`config.mk`:
```
export PLATFORM = sky130hd
export DESIGN_NAME = boot_loader
export DESIGN_NICKNAME = d
export VERILOG_FILES = /design/src/rtl/boot_pkg.sv /design/src/rtl/boot_ctr.sv /design/src/rtl/boot_loader.sv
export SDC_FILE = /design/constraint.sdc
export NUM_CORES = 1
export LEC_CHECK = 0
export ABC_AREA = 1
export CAP_MARGIN = 30
export CORE_ASPECT_RATIO = 2
export CORE_MARGIN = 2
export CORE_UTILIZATION = 41
export CTS_BUF_LIST = sky130_fd_sc_hd__clkbuf_4
export CTS_CLUSTER_DIAMETER = 60
export DETAILED_ROUTE_END_ITERATION = 7
export MAX_ROUTING_LAYER = met4
export PLACE_DENSITY = 0.71
export SKIP_CTS_REPAIR_TIMING = 1
export SLEW_MARGIN = 10
export SYNTH_ARGS = -nofsm -noshare
export SYNTH_HDL_FRONTEND = slang
export SYNTH_HIERARCHICAL = 1
export SYNTH_SLANG_ARGS = --single-unit
```
`constraint.sdc`:
```
create_clock -name i_clk -period 2.1 [get_ports i_clk]
set_input_delay 0.315 -clock i_clk [delete_from_list [all_inputs] [get_ports i_clk]]
set_output_delay 0.315 -clock i_clk [all_outputs]
set_load 0.01 [all_outputs]
```
`src/rtl/boot_pkg.sv`:
```
// Shared types and width helpers for the boot loader and its counters.
package boot_pkg;

  localparam int DATA_WIDTH_DEF = 32;

  typedef enum logic [2:0] {
    ST_IDLE,
    ST_HDR,
    ST_IMEM,
    ST_RF,
    ST_RUN,
    ST_DONE,
    ST_ERR
  } boot_state_e;

  function automatic int ia_w(input int depth);
    return (depth > 1) ? $clog2(depth) : 1;
  endfunction

  function automatic int ra_w(input int count);
    return (count > 1) ? $clog2(count) : 1;
  endfunction

  function automatic int cw_w(input int cycles);
    return $clog2(cycles + 1);
  endfunction

endpackage

```
`src/rtl/boot_ctr.sv`:
```
// Loadable up-counter with a terminal-count flag (count equals i_term).
module boot_ctr #(
  parameter int W = 8
) (
  input  logic         i_clk,
  input  logic         i_rst_n,
  input  logic         i_load,
  input  logic [W-1:0] i_load_val,
  input  logic         i_en,
  input  logic [W-1:0] i_term,
  output logic [W-1:0] o_count,
  output logic         o_tc
);

  logic [W-1:0] r_cnt;

  always_ff @(posedge i_clk or negedge i_rst_n) begin
    if (!i_rst_n)    r_cnt <= '0;
    else if (i_load) r_cnt <= i_load_val;
    else if (i_en)   r_cnt <= r_cnt + W'(1);
  end

  assign o_count = r_cnt;
  assign o_tc    = (r_cnt == i_term);

endmodule

```
`src/rtl/boot_loader.sv`:
```
// Stream-driven program loader and run controller for the core.
// Optional macro BOOT_REG_IDENTITY_EN: register file is filled with rf[j]=j instead of stream beats.
module boot_loader
  import boot_pkg::*;
#(
  parameter int DATA_WIDTH = DATA_WIDTH_DEF,
  parameter int IMEM_DEPTH = 64,
  parameter int REG_COUNT  = 32,
  parameter int RUN_CYCLES = 100,
  localparam int IA_W = ia_w(IMEM_DEPTH),
  localparam int RA_W = ra_w(REG_COUNT),
  localparam int CW   = cw_w(RUN_CYCLES)
) (
  input  logic                  i_clk,
  input  logic                  i_rst_n,
  input  logic                  i_start,
  input  logic                  i_in_valid,
  input  logic [DATA_WIDTH-1:0] i_in_data,
  output logic                  o_in_ready,
  output logic                  o_imem_we,
  output logic [IA_W-1:0]       o_imem_addr,
  output logic [DATA_WIDTH-1:0] o_imem_wdata,
  output logic                  o_rf_we,
  output logic [RA_W-1:0]       o_rf_addr,
  output logic [DATA_WIDTH-1:0] o_rf_wdata,
  output logic                  o_core_rst_n,
  output logic                  o_core_run,
  output logic                  o_busy,
  output logic                  o_done,
  output logic                  o_err,
  output logic [CW-1:0]         o_cycle_cnt
);

  localparam int WW = (IA_W > RA_W) ? IA_W : RA_W;
  localparam logic [DATA_WIDTH-1:0] DEPTH_D = DATA_WIDTH'(IMEM_DEPTH);

  boot_state_e     r_state, w_next;
  logic [IA_W-1:0] r_nm1;
  logic [WW-1:0]   w_word, w_word_term;
  logic            w_word_tc, w_word_load, w_word_step;
  logic            w_run_tc, w_acc, w_hdr_ok, w_start_ok, w_rf_step;

  assign w_acc      = i_in_valid & o_in_ready;
  assign w_hdr_ok   = (i_in_data != '0) && (i_in_data <= DEPTH_D);
  assign w_start_ok = i_start && (r_state == ST_IDLE || r_state == ST_DONE || r_state == ST_ERR);

`ifdef BOOT_REG_IDENTITY_EN
  assign w_rf_step = (r_state == ST_RF);
`else
  assign w_rf_step = (r_state == ST_RF) && w_acc;
`endif

  // One index counter serves both the instruction and register phases
  assign w_word_term = (r_state == ST_IMEM) ? WW'(r_nm1) : WW'(REG_COUNT - 1);
  assign w_word_step = ((r_state == ST_IMEM) && w_acc) || w_rf_step;
  assign w_word_load = w_start_ok || ((r_state == ST_IMEM) && w_acc && w_word_tc);

  boot_ctr #(.W(WW)) u_word_ctr (
    .i_clk      (i_clk),
    .i_rst_n    (i_rst_n),
    .i_load     (w_word_load),
    .i_load_val ('0),
    .i_en       (w_word_step),
    .i_term     (w_word_term),
    .o_count    (w_word),
    .o_tc       (w_word_tc)
  );

  boot_ctr #(.W(CW)) u_run_ctr (
    .i_clk      (i_clk),
    .i_rst_n    (i_rst_n),
    .i_load     (w_start_ok),
    .i_load_val ('0),
    .i_en       (r_state == ST_RUN),
    .i_term     (CW'(RUN_CYCLES - 1)),
    .o_count    (o_cycle_cnt),
    .o_tc       (w_run_tc)
  );

  always_ff @(posedge i_clk or negedge i_rst_n) begin
    if (!i_rst_n) r_state <= ST_IDLE;
    else          r_state <= w_next;
  end

  always_comb begin
    w_next = r_state;
    case (r_state)
      ST_IDLE, ST_DONE, ST_ERR: if (i_start) w_next = ST_HDR;
      ST_HDR:  if (w_acc) w_next = w_hdr_ok ? ST_IMEM : ST_ERR;
      ST_IMEM: if (w_acc && w_word_tc) w_next = ST_RF;
      ST_RF:   if (w_rf_step && w_word_tc) w_next = ST_RUN;
      ST_RUN:  if (w_run_tc) w_next = ST_DONE;
      default: w_next = ST_IDLE;
    endcase
  end

  always_comb begin
    o_in_ready   = 1'b0;
    o_core_rst_n = 1'b0;
    o_core_run   = 1'b0;
    o_busy       = 1'b0;
    o_done       = 1'b0;
    o_err        = 1'b0;
    case (r_state)
      ST_HDR, ST_IMEM: begin
        o_in_ready = 1'b1;
        o_busy     = 1'b1;
      end
      ST_RF: begin
`ifdef BOOT_REG_IDENTITY_EN
        o_in_ready = 1'b0;
`else
        o_in_ready = 1'b1;
`endif
        o_busy     = 1'b1;
      end
      ST_RUN: begin
        o_core_rst_n = 1'b1;
        o_core_run   = 1'b1;
        o_busy       = 1'b1;
      end
      ST_DONE: begin
        o_core_rst_n = 1'b1;
        o_done       = 1'b1;
      end
      ST_ERR:  o_err = 1'b1;
      default: ;
    endcase
  end

  // Write ports are registered: strobe appears the cycle after the beat/step
  always_ff @(posedge i_clk or negedge i_rst_n) begin
    if (!i_rst_n) begin
      r_nm1        <= '0;
      o_imem_we    <= 1'b0;
      o_imem_addr  <= '0;
      o_imem_wdata <= '0;
      o_rf_we      <= 1'b0;
      o_rf_addr    <= '0;
      o_rf_wdata   <= '0;
    end else begin
      o_imem_we <= (r_state == ST_IMEM) && w_acc;
      o_rf_we   <= w_rf_step;
      if ((r_state == ST_HDR) && w_acc) r_nm1 <= i_in_data[IA_W-1:0] - 1'b1;
      if ((r_state == ST_IMEM) && w_acc) begin
        o_imem_addr  <= w_word[IA_W-1:0];
        o_imem_wdata <= i_in_data;
      end
      if (w_rf_step) begin
        o_rf_addr  <= w_word[RA_W-1:0];
`ifdef BOOT_REG_IDENTITY_EN
        o_rf_wdata <= DATA_WIDTH'(w_word[RA_W-1:0]);
`else
        o_rf_wdata <= i_in_data;
`endif
      end
    end
  end

endmodule

```
==> qor.yml <==
status: "finished clean"
r2r-end: "r_state[0]"
power_density_nw_per_um2: 1410
synth_area_per_cell_um2: 8.37
boundaryPins: 126
via_per_inst: 4.75
hp-class: "primary input to asynchronous set/reset pin"
max_freq_mhz: 483
cts_tree: "built"
cpMaxStageDelayCell: "dfrtp_1"
p_total_mw: 9.10
ir_drop_mv: 0.649
wirelength_um: 11800
fin_area_um2: 6440
drc: 0
fin_worst_skew_ns: 0.0133
final_cells: 861
maxSlewViolCount: 0
final_antenna_net_count: 0
maxCapViolCount: 0
cpPeakStageDelay_ns: 0.42
reg2reg_slack_ns: 0.03
synth_cell_type_count: 30
end_kind: "register"
grt_setup_unrepaired: "yes"
finalSetupViolations: 0
fin_util: 0.574
cts.path.max_buffers: 2
fin_nets: 754
grt_max_degree: 55
arrival_ns: 2.44
vias: 4087
period_needed_ns: 2.07
htreeDepth: 3
power_leakage_nw: 3.19
portBuffers: 125
synth-seq-cells: 99
dp_hpwl_um: 9000
grt.total_usage: 0.205
firstDrtPassIters: 4
seq_area_um2: 2480
yosysWarnings: 6
worstRegToRegCells: 14
placementRows: 55
clk_pin_slew_ns: 0.15
initial_utilization: 0.418
dp_cells: 842
cp.required_ns: 2.47
multi_input_area_um2: 1910
gp_congestion: 0.819
worst-path-max-fanout: 4
core_um2: 11200
wl_per_cell_um: 13.7
r2r-start: "r_state[2]"
period_share: 0.986
fillers: 1032
root_buffer: "clkbuf_4"
synth_cells: 561
place_area_um2: 6190
first_global_vias: 4173
numCtsBuffers: 9
cts.sinks: 99
drt-initial-drc-count: 263
setup_tns_ns: 0
clk_latency_ns: 0.44
antenna_found_initial: 1
cp_top_family: "simple AND/OR/NAND/NOR gates"
grt_pass1_wl_um: 19600
die-area_um2: 12400
gr-total-overflow: 0
layout-drive-gt1-share: 0.113
syn-cell-area_um2: 4690
chipHeight_um: 155
syn_to_final_growth_pct: 37.3
crit_path_cell_trace: "inv_2 > nand2_4 > nor2_4 > inv_2 > or2_2 > xor2_1 > nor2_1 > nand2_1 > nor2_2 > a21oi_1 > nand3b_1 > nor2_2 > nand2_1 > o21ai_1"
die_w_um: 79.7
critPathBufInv: 2
ys_seq_area_frac: 0.528
cp-start-kind: "register"
hold_viol_final: 0
crit_type: "register to register"
-- metal layers --
| layer | share of wire | track usage | up-vias | wire, um |
|---|---|---|---|---|
| li1 | - | - | 2041 | - |
| met1 | 0.36 | 0.217 | 1906 | 4240 |
| met2 | 0.56 | 0.363 | 108 | 6570 |
| met3 | 0.041 | 0.0290 | 32 | 487 |
| met4 | 0.044 | 0.106 | 0 | 524 |
| met5 | 0 | - | - | 0 |
-- registers in the layout, indices dropped and copies added, names as in the netlist --
signal	flops
o_rf_wdata	32
o_rf_we	1
u_word_ctr/o_count	6
r_nm1	6
o_imem_addr	6
r_state	3
u_run_ctr/o_count	7
o_imem_we	1
o_rf_addr	5
o_imem_wdata	32
-- cells by family (layout without fill, tap and decap cells) --
kind of cell	after synthesis	count (layout)	synth area share
flops	99	99	0.528
simple gates	247	247	0.220
buf+inv	96	232	0.0930
xor+xnor	11	11	0.0205
other cells	2	24	0.00160
compound gates	102	102	0.126
fa+ha+maj	4	4	0.0107
-- layout make-up --
class	instances	share of cell area
antenna	1	0.000388
clock buffer	9	0.0105
clock inverter	6	0.0140
inverter	76	0.0443
multi-input combinational	387	0.297
sequential	99	0.385
tap	142	0.0276
timing repair buffer	141	0.222
-- synth_stat cells, drive strengths merged --
cell type  instances  area, um^2
a22oi             10        75.1
buf               17         140
dfrtp             99        2480
nand3b             1        7.51
ha                 4        50.1
inv               76         285
clkbuf             3        11.3
o21bai             3        26.3
xnor2              4        35.0
or2                2        12.5
nand2            162         618
a21oi              5        25.0
nand3             21         105
o21ai             84         465
nor3               2        10.0
conb               2        7.51
nor2              59         280
xor2               7        61.3
-- worst reg2reg max path, cell delays in order, from the launching register on --
cell and delay [ns]:
dfrtp_1 0.42, inv_2 0.08, nand2_4 0.06, nor2_4 0.09
inv_2 0.04, or2_2 0.27, xor2_1 0.14, nor2_1 0.09
nand2_1 0.07, nor2_2 0.12, a21oi_1 0.07, nand3b_1 0.21
nor2_2 0.18, nand2_1 0.07, o21ai_1 0.08
-- how the worst max path moves through the flow --
| stage | startpoint | end | depth (start not counted) | slack, ns |
|---|---|---|---|---|
| finish | r_state[2] | r_state[0] | 14 | 0.03 |
| global placement | r_state[2] | u_word_ctr/o_count[4] | 16 | 0.06 |
| floorplan | r_state[2] | u_word_ctr/o_count[2] | 15 | 0.03 |
| detailed placement | r_state[2] | u_word_ctr/o_count[5] | 14 | -0.03 |
| global route | r_state[1] | r_state[0] | 14 | -0.11 |
| CTS | r_state[1] | o_busy | 7 | -0.37 |
-- placed cells by master, fill, tap and decap left out, types with 5 or more instances in the layout --
cell type / netlist / final
buf_4: 2 / 12
inv_1: 67 / 65
xor2_1: 7 / 7
nor2_4: 4 / 5
o21ai_1: 41 / 41
a22oi_1: 10 / 6
nand3_1: 21 / 21
clkdlybuf4s50_1: 0 / 120
inv_2: 9 / 11
conb_1: 2 / 23
nor2_2: 5 / 7
dfrtp_1: 99 / 98
a21oi_1: 5 / 5
o21ai_2: 12 / 12
nor2_1: 49 / 46
o21ai_0: 31 / 31
nand2_1: 160 / 156
clkbuf_4: 0 / 9
-- stage by stage --
stage	setup slack, ns	hold slack (ns)
final	0.0289	0.309
after global routing	-0.115	0.296
after CTS	-0.373	-0.252
after detailed placement	-0.0316	0.251
after global placement	0.0608	0.244
after floorplan	0.0268	0.0194
-- where the power goes --
part / switching (mW) / leakage [nW] / internal, mW
clock network: 0.632 / 0.0824 / 0.482
logic: 2.27 / 1.87 / 2.31
registers: 0.644 / 1.24 / 2.76
No activity file was read; power rests on OpenSTA's default activity.
